`src/rtl/mem_access_ctrl.sv`:
```
// Load/store sequencer between the MEM stage and a word-wide data memory.
// Sub-word stores use read-modify-write; loads are extended from the addressed lane.
module mem_access_ctrl #(
    parameter bit CHECK_ALIGN = 1'b1
) (
    input  logic        clk,
    input  logic        rstn,
    input  logic        req_valid,
    output logic        req_ready,
    input  logic        req_store,
    input  logic [2:0]  req_funct3,
    input  logic [31:0] req_addr,
    input  logic [31:0] req_wdata,
    input  logic [31:0] req_pc,
    output logic        resp_valid,
    output logic        resp_err,
    output logic [31:0] resp_rdata,
    output logic        memWriteEnable,
    output logic [31:0] memAddr,
    output logic [31:0] memWriteData,
    input  logic [31:0] memReadData,
    output logic [31:0] PC
);

    localparam logic [2:0] S_IDLE  = 3'd0;
    localparam logic [2:0] S_LOAD  = 3'd1;
    localparam logic [2:0] S_MERGE = 3'd2;
    localparam logic [2:0] S_WRITE = 3'd3;
    localparam logic [2:0] S_ERR   = 3'd4;

    logic [2:0]  state_q, state_d;
    logic [31:0] addr_q, addr_d;
    logic [31:0] wdata_q, wdata_d;
    logic [31:0] wbuf_q, wbuf_d;
    logic [31:0] pc_q, pc_d;
    logic [2:0]  f3_q, f3_d;
    logic        st_q, st_d;

    logic        req_err;
    logic        is_half;
    logic        is_word;
    logic [7:0]  ld_byte;
    logic [15:0] ld_half;
    logic [31:0] load_data;

    always_comb begin
        is_half = (req_funct3 == 3'b001) || (req_funct3 == 3'b101);
        is_word = (req_funct3 == 3'b010);
        req_err = 1'b0;
        unique case (req_funct3)
            3'b000, 3'b001, 3'b010: req_err = 1'b0;
            3'b100, 3'b101:         req_err = req_store;
            default:                req_err = 1'b1;
        endcase
        if (CHECK_ALIGN) begin
            if (is_half && req_addr[0])
                req_err = 1'b1;
            if (is_word && (req_addr[1:0] != 2'b00))
                req_err = 1'b1;
        end
    end

    always_comb begin
        ld_byte   = memReadData[{addr_q[1:0], 3'b000} +: 8];
        ld_half   = memReadData[{addr_q[1], 4'b0000} +: 16];
        load_data = 32'd0;
        unique case (f3_q)
            3'b000:  load_data = {{24{ld_byte[7]}}, ld_byte};
            3'b001:  load_data = {{16{ld_half[15]}}, ld_half};
            3'b010:  load_data = memReadData;
            3'b100:  load_data = {24'd0, ld_byte};
            3'b101:  load_data = {16'd0, ld_half};
            default: load_data = 32'd0;
        endcase
    end

    always_comb begin
        state_d = state_q;
        addr_d  = addr_q;
        wdata_d = wdata_q;
        wbuf_d  = wbuf_q;
        pc_d    = pc_q;
        f3_d    = f3_q;
        st_d    = st_q;
        unique case (state_q)
            S_IDLE: begin
                if (req_valid && req_ready) begin
                    addr_d  = req_addr;
                    wdata_d = req_wdata;
                    pc_d    = req_pc;
                    f3_d    = req_funct3;
                    st_d    = req_store;
                    if (req_err)
                        state_d = S_ERR;
                    else if (!req_store)
                        state_d = S_LOAD;
                    else if (is_word)
                        state_d = S_WRITE;
                    else
                        state_d = S_MERGE;
                end
            end
            S_LOAD: state_d = S_IDLE;
            S_MERGE: begin
                wbuf_d = memReadData;
                if (f3_q[1:0] == 2'b00)
                    wbuf_d[{addr_q[1:0], 3'b000} +: 8] = wdata_q[7:0];
                else
                    wbuf_d[{addr_q[1], 4'b0000} +: 16] = wdata_q[15:0];
                state_d = S_WRITE;
            end
            S_WRITE: state_d = S_IDLE;
            S_ERR:   state_d = S_IDLE;
            default: state_d = S_IDLE;
        endcase
    end

    always_ff @(posedge clk) begin
        if (!rstn) begin
            state_q <= S_IDLE;
            addr_q  <= 32'd0;
            wdata_q <= 32'd0;
            wbuf_q  <= 32'd0;
            pc_q    <= 32'd0;
            f3_q    <= 3'd0;
            st_q    <= 1'b0;
        end else begin
            state_q <= state_d;
            addr_q  <= addr_d;
            wdata_q <= wdata_d;
            wbuf_q  <= wbuf_d;
            pc_q    <= pc_d;
            f3_q    <= f3_d;
            st_q    <= st_d;
        end
    end

    // Ready and write strobe are gated by reset so nothing is taken or written while held.
    assign req_ready      = (state_q == S_IDLE) && rstn;
    assign memWriteEnable = (state_q == S_WRITE) && rstn;
    assign resp_valid     = (state_q == S_LOAD) || (state_q == S_WRITE) ||
                            (state_q == S_ERR);
    assign resp_err       = (state_q == S_ERR);
    assign resp_rdata     = (state_q == S_LOAD) ? load_data : 32'd0;
    assign memAddr        = {addr_q[31:2], 2'b00};
    assign memWriteData   = (st_q && (f3_q == 3'b010)) ? wdata_q : wbuf_q;
    assign PC             = pc_q;

endmodule

```
`config.mk`:
```
export PLATFORM = sky130hd
export DESIGN_NAME = mem_access_ctrl
export DESIGN_NICKNAME = d
export VERILOG_FILES = /design/src/rtl/mem_access_ctrl.sv
export SDC_FILE = /design/constraint.sdc
export NUM_CORES = 1
export LEC_CHECK = 0
export CAP_MARGIN = 20
export CORE_AREA = 2 2 137 139
export CTS_CLUSTER_SIZE = 8
export DETAILED_ROUTE_END_ITERATION = 6
export DIE_AREA = 0 0 139 141
export PLACE_DENSITY = 0.73
export REMOVE_ABC_BUFFERS = 1
export SYNTH_ARGS = -nofsm -noshare
export SYNTH_HDL_FRONTEND = slang
export SYNTH_SLANG_ARGS = --single-unit
export TNS_END_PERCENT = 1
```
`constraint.sdc`:
```
create_clock -name clk -period 2.7 [get_ports clk]
set_input_delay 0.54 -clock clk [delete_from_list [all_inputs] [get_ports clk]]
set_output_delay 0.54 -clock clk [all_outputs]
set_load 0.02 [all_outputs]
```
==> metrics, run 1 <==
status finished with violations; failing checks negative setup slack; number of synthesized flops with an enable pin 0; number of port buffers 264; Final WS setup -0.0985 ns; leading area contributor after synthesis dfxtp_1; Reg clk slew, reported paths 0.06 ns; chip width 139 microns; Worst-Margin Slew 0.987 ns; root buf cell clkbuf_16; ranking of synthesized cells by area dfxtp_1 (35%), a21boi_0 (8.1%), o21ai_0 (6.8%), nand3_1 (6.6%), mux2i_1 (5.4%); Clock Skew 0.00938 ns; number of register bits inferred by synthesis 135; vias per inst 5.79; first-pass GRT wire length 41600 microns; switching power of the nets 1620 uW; layout cells sized above 1 17.8%; largest net degree at the start of global routing 101; diode count 0; Net Sw Frac 27.2%; # nets final 1244; Post-Syn Area per Cell 8.73 sq um; met3 wire length 2390 microns; initial DRC count 537; period utilization 104%; WP data required 2.16 ns; ANT nets after route 0; Highest Signal Layer met5; ordered cell list for the critical path clkdlybuf4s50_1 > buf_4 > mux4_2 > nand2_2 > buf_12 > a31oi_1 > clkdlybuf4s15_1; Synth-to-Final Area Change 45.5%; WHS 0.465 ns; Cell Rows 50; CTS tree done; leak pwr 0.00408 uW; Ports 267; share of the synthesized area in the top cell type 35.4%; CP max FO 8; Die Height 141 microns; min-delay worst type reg -> reg; Worst setup SP type input port; Post-synth ARST share 0%; combinational power share 21.2%; endpoints failing setup 3; min Tclk post-route 2.80 ns; vias in the first global route 7695; Synth Instances 874; RSZ-0062 raised after global routing true; number of CTS-inserted buffers 17; Main synth FF type dfxtp_1; max-slew violations 0; overall global routing resource usage 26.2%; clock power share 42.8%; DRC viols 0; clock buffer depth 2; Placeable Area 18300 sq um; count of non-filler cells in the finished layout 1349; met2 wire length 12500 microns; slowest CP cell mux4_2; clock sinks 135; Max Clk Rate 0.357 GHz; CTS Hold Buffers Added 0; synthesized cell area 7630 sq um; Int Power 4350 uW; RePlAce Congestion 0.869; share of power burned in registers 36.0%; final hold vios 0; kind of critical path in -> out; Worst-Skew Late Latency 0.41 ns; DP HPWL 17800 microns; initial core utilization 41.8%; postcts setup bufs 0; post-synth cell types 40; Peak VDD IR 0.402 mV; max_cap viols 0; die area 19600 sq um; Metal-1 WL 10900 microns; Yosys warning total 0; Max-slew headroom 34.2%; pwr dens 538 nW/um^2; Crit. End Element output pin; Total Wirelength 26300 microns; DR pass1 iterations 5; DR vias 7807; Placed Instances 1319; DR WL/cell 19.5 microns; antenna violations before repair 1; register area share after synthesis 35.4%; Critical Path AT 2.26 ns; global route total overflow 0; htree depth 4; critical path's largest stage delay 0.47 ns
==> placed cells by master (no fill, tap or decap), types with 18 or more instances in the layout <==
cell type / n
nand2_1: 57
dlygate4sd2_1: 22
dfxtp_1: 133
buf_2: 19
a21boi_1: 18
clkdlybuf4s50_1: 199
nand3_1: 101
a221o_1: 32
mux2i_1: 40
buf_4: 67
mux2_2: 33
a21boi_0: 82
o21ai_0: 103
a32o_1: 32
==> path summary, 6_finish.rpt <==
check | start | end | slack (ns) | cells after the start
setup / recovery | memReadData[31] | resp_rdata[15] | -0.1 | 7
hold / removal | wbuf_q[9]$_SDFFE_PN0N_ | wbuf_q[9]$_SDFFE_PN0N_ | 0.46 | 1
setup reg to reg | addr_q[0]$_SDFFE_PN0P_ | wbuf_q[6]$_SDFFE_PN0N_ | 0.29 | 6
hold reg to reg | wbuf_q[9]$_SDFFE_PN0N_ | wbuf_q[9]$_SDFFE_PN0N_ | 0.46 | 1
==> routing by layer <==
| layer | global-route usage (%) | up-vias |
|---|---|---|
| met4 | 7.34 | 2 |
| met1 | 32.6 | 3742 |
| met5 | 0 | - |
| met3 | 8.49 | 36 |
| met2 | 43.7 | 356 |
| li1 | - | 3671 |
==> worst max-delay path, delay by kind of cell <==
kind                   cells  cell delay, ns
AND/OR/NAND/NOR            1            0.10
AO/OA/AOI/OAI              1            0.09
multiplexers               1            0.47
buffers and inverters      4            1.04
==> cell families after synthesis <==
logic type                 synth area share (%)
DFF                                        35.4
and+or+nand+nor                            12.8
buffers and inverters                      9.33
AOI/OAI and AO/OA                          30.2
adders and majority gates                 0.820
other                                    0.0491
muxes                                      11.4
==> power groups by stage <==
stage                     registers, uW  logic [uW]  clock network (uW)
after floorplan                    2250         508                   0
after global placement             2190        1260                   0
after detailed placement           2190        1270                   0
after CTS                          2150        1260                2590
after global routing               2160        1360                2670
final                              2150        1260                2550
==> stage by stage <==
stage               total power (uW)  setup WS, ns  setup TNS, ns  utilization, %  cell area [sq um]
floorplan                       2760         -1.95        -249.24               -               6950
global placement                3450        -0.468         -10.15            58.0              10600
detailed placement              3460        -0.501         -10.50            58.0              10600
CTS                             6000        -0.101         -0.363            61.0              11100
global route                    6190        -0.119         -0.278            60.8              11100
finish                          5970       -0.0985         -0.194            60.8              11100
==> area by class of cell <==
type,count,area (sq um)
multi-input combinational,602,4280
clock buffer,18,439
timing repair buffer,340,3150
sequential,135,2710
inverter,8,30.0
clock inverter,12,201
tap,234,293
fill,1640,7170
==> timing repair <==
action | 4_1_cts | 5_1_grt
setup endpoints to repair | 64 | 57
gates cloned | 0 | 0
pin swaps | 0 | 2
resized for setup | 133 | 39
hold endpoints to repair | 0 | 0
==> state kept, by name, summed over array words and instances, names as in the netlist <==
name,cells
wbuf_q,32
f3_q,3
PC,32
state_q,3
wdata_q,32
addr_q,32
st_q,1
==> Yosys cell counts (10+ instances only) <==
cell,number
a21boi_1,19
a31oi_2,10
clkbuf_1,58
nand3_1,101
or3_1,11
a32o_1,32
mux2i_1,41
o21ai_0,103
dfxtp_1,135
a21boi_0,82
a21oi_1,16
buf_4,32
mux2_2,33
nand2_1,58
a221o_1,32
buf_2,29
(Power assumes the default switching activity.)
==> run 2: changes to the inputs <==
--- a/config.mk
+++ b/config.mk
@@ -5,12 +5,13 @@
 export SDC_FILE = /design/constraint.sdc
 export NUM_CORES = 1
 export LEC_CHECK = 0
+export ABC_CLOCK_PERIOD_IN_PS = 2700
 export CAP_MARGIN = 20
-export CORE_AREA = 2 2 137 139
+export CORE_AREA = 2 2 178 180
 export CTS_CLUSTER_SIZE = 8
 export DETAILED_ROUTE_END_ITERATION = 6
-export DIE_AREA = 0 0 139 141
-export PLACE_DENSITY = 0.73
+export DIE_AREA = 0 0 180 182
+export PLACE_DENSITY = 0.46
 export REMOVE_ABC_BUFFERS = 1
 export SYNTH_ARGS = -nofsm -noshare
 export SYNTH_HDL_FRONTEND = slang
==> run 2 against run 1 <==
The run still ends with negative setup slack left. Cell count increased by 13%. Via count decreased by 0.78%. Clock power decreased by 2%. Clock skew about the same. Count of clock-buffer cells in the layout increased by 1. Combinational power increased by 4%. Die area increased by 67%. Critical path type unchanged. Largest power group unchanged. Highest routed layer unchanged.
==> metrics, run 2 (same netlist as run 1, synthesis figures left out) <==
Crit. End Element output pin; failing checks negative setup slack; DRC viols 0 (unchanged); DR pass1 iterations 5 (unchanged); RePlAce Congestion 0.815 (-6.2%); kind of critical path in -> out; htree depth 4 (unchanged); critical path's largest stage delay 0.50 ns (+0.03 ns); max_cap viols 0 (unchanged); Worst-Skew Late Latency 0.43 ns (+0.02 ns); DR WL/cell 20.2 microns (+3.7%); pwr dens 523 nW/um^2 (-2.7%); fin area 11400 sq um (+2.8%); max-slew violations 0 (unchanged); clock buffer depth 2 (unchanged); CP max FO 16 (+8); Worst-Margin Slew 0.789 ns (-0.198 ns); slowest CP cell clkdlybuf4s50_1; Placeable Area 31000 sq um (+70%); DP HPWL 21000 microns (+18%); # nets final 1250 (+0.48%); min-delay worst type reg -> reg; Critical Path AT 2.23 ns (-0.03 ns); layout cells sized above 1 18.4% (+0.67 points); Clock Skew 0.00950 ns (+0.000115 ns); most frequent cells in the layout clkdlybuf4s50_1 (199), dfxtp_1 (132), o21ai_0 (102); leak pwr 0.00417 uW (+2.3%); largest net degree at the start of global routing 101 (unchanged); root buf cell clkbuf_16; endpoints failing setup 6 (+3); WHS 0.466 ns (+0.00105 ns); WP data required 2.16 ns (about the same); initial DRC count 493 (-8.2%); Cell Rows 65 (+30%); clock sinks 135 (unchanged); status finished with violations; vias per inst 5.08 (-12%); Synth-to-Final Area Change 49.6%; overall global routing resource usage 18.4% (-7.7 points); vias in the first global route 7848 (+2.0%); Max Clk Rate 0.361 GHz (+0.98%); initial core utilization 24.6% (-17 points); die area 32800 sq um (+67%); ANT nets after route 0 (unchanged); Ports 267 (unchanged); Setup WS pre-CTS -0.405 ns (+0.0963 ns); DR vias 7746 (-0.78%); area post-placement 10900 sq um (+2.8%); min Tclk post-route 2.77 ns (-0.0273 ns); Die Height 182 microns (+29%); Final WS setup -0.0713 ns (+0.0273 ns); chip width 180 microns (+29%); number of port buffers 264 (unchanged); period utilization 103% (-1.0 points); Peak VDD IR 0.295 mV (-27%); ordered cell list for the critical path clkdlybuf4s50_1 > mux2i_1 > or3_1 > buf_12 > a31oi_1 > clkdlybuf4s15_1; Total Wirelength 30900 microns (+17%); global route total overflow 0 (unchanged); CTS tree done; final hold vios 0 (unchanged); Worst setup SP type input port; CTS Hold Buffers Added 0 (unchanged); most common cell after layout, fill and taps aside clkdlybuf4s50_1; postcts setup bufs 0 (unchanged); RSZ-0062 raised after global routing true; Max-slew headroom 47.4% (+13 points); first-pass GRT wire length 47400 microns (+14%); number of CTS-inserted buffers 17 (unchanged); antenna violations before repair 3 (+2); Reg clk slew, reported paths 0.07 ns (about the same)
-- run 2: changes by cell type in the layout (fill, tap and decap cells not counted), moves of 3 or more --
cell / delta
dlygate4sd2_1: -14
clkdlybuf4s15_1: +4
buf_12: +3
dlymetal6s2s_1: +6
inv_6: +3
clkbuf_2: +3
buf_4: +3
-- run 2: critical path: cells and delay by family --
family / cells / cell delay [ns]
buf+inv: 3 / 1.00
simple gates: 1 / 0.40
compound gates: 1 / 0.19
mux: 1 / 0.10
-- run 2: power by group --
part | switching [uW] | total (uW) | internal [uW]
Combinational | 689 | 1310 | 624
Sequential | 67.7 | 2150 | 2080
Clock | 1020 | 2510 | 1490
Total | 1770 | 5970 | 4200
-- run 2: repair_timing --
action / 4_1_cts / 5_1_grt
endpoints found under the setup margin: 64 / 52
gates resized for setup: 132 / 52
endpoints found under the hold margin: 0 / 0
pin swaps: 1 / 2
-- run 2: per-stage QoR --
stage / setup TNS [ns] / util [%] / power, uW / cells
floorplan: -249.24 / - / 2760 / 745
global placement: -8.38 / 35.2 / 3530 / 1493
detailed placement: -8.69 / 35.2 / 3530 / 1493
CTS: -1.38 / 37.0 / 6060 / 1525
global route: -0.841 / 36.8 / 6250 / 1526
finish: -0.284 / 36.8 / 5970 / 1526
-- run 2: final timing paths --
path | startpoint | endpoint | slack (ns) | cells past startpoint
worst max register to register | addr_q[1]$_SDFFE_PN0P_ | wbuf_q[17]$_SDFFE_PN0N_ | 0.41 | 7
worst min-delay path | wbuf_q[31]$_SDFFE_PN0N_ | wbuf_q[31]$_SDFFE_PN0N_ | 0.47 | 1
worst min register to register | wbuf_q[31]$_SDFFE_PN0N_ | wbuf_q[31]$_SDFFE_PN0N_ | 0.47 | 1
worst max-delay path | memReadData[23] | resp_rdata[20] | -0.07 | 6
-- run 2: layout make-up --
type                       count  area, sq um
clock buffer                  19          443
clock inverter                13          170
multi-input combinational    602         4280
inverter                       8         30.0
tap                          402          503
timing repair buffer         346         3280
fill                        3194        19600
sequential                   135         2710
antenna                        1         2.50
-- run 2: layer usage --
metal,GRT usage [%],up-vias,part of all wire (%)
met5,0,-,0.091
met4,4.03,4,0.92
met3,5.96,21,7.0
met2,29.8,242,47
met1,23.9,3781,45
li1,-,3698,-
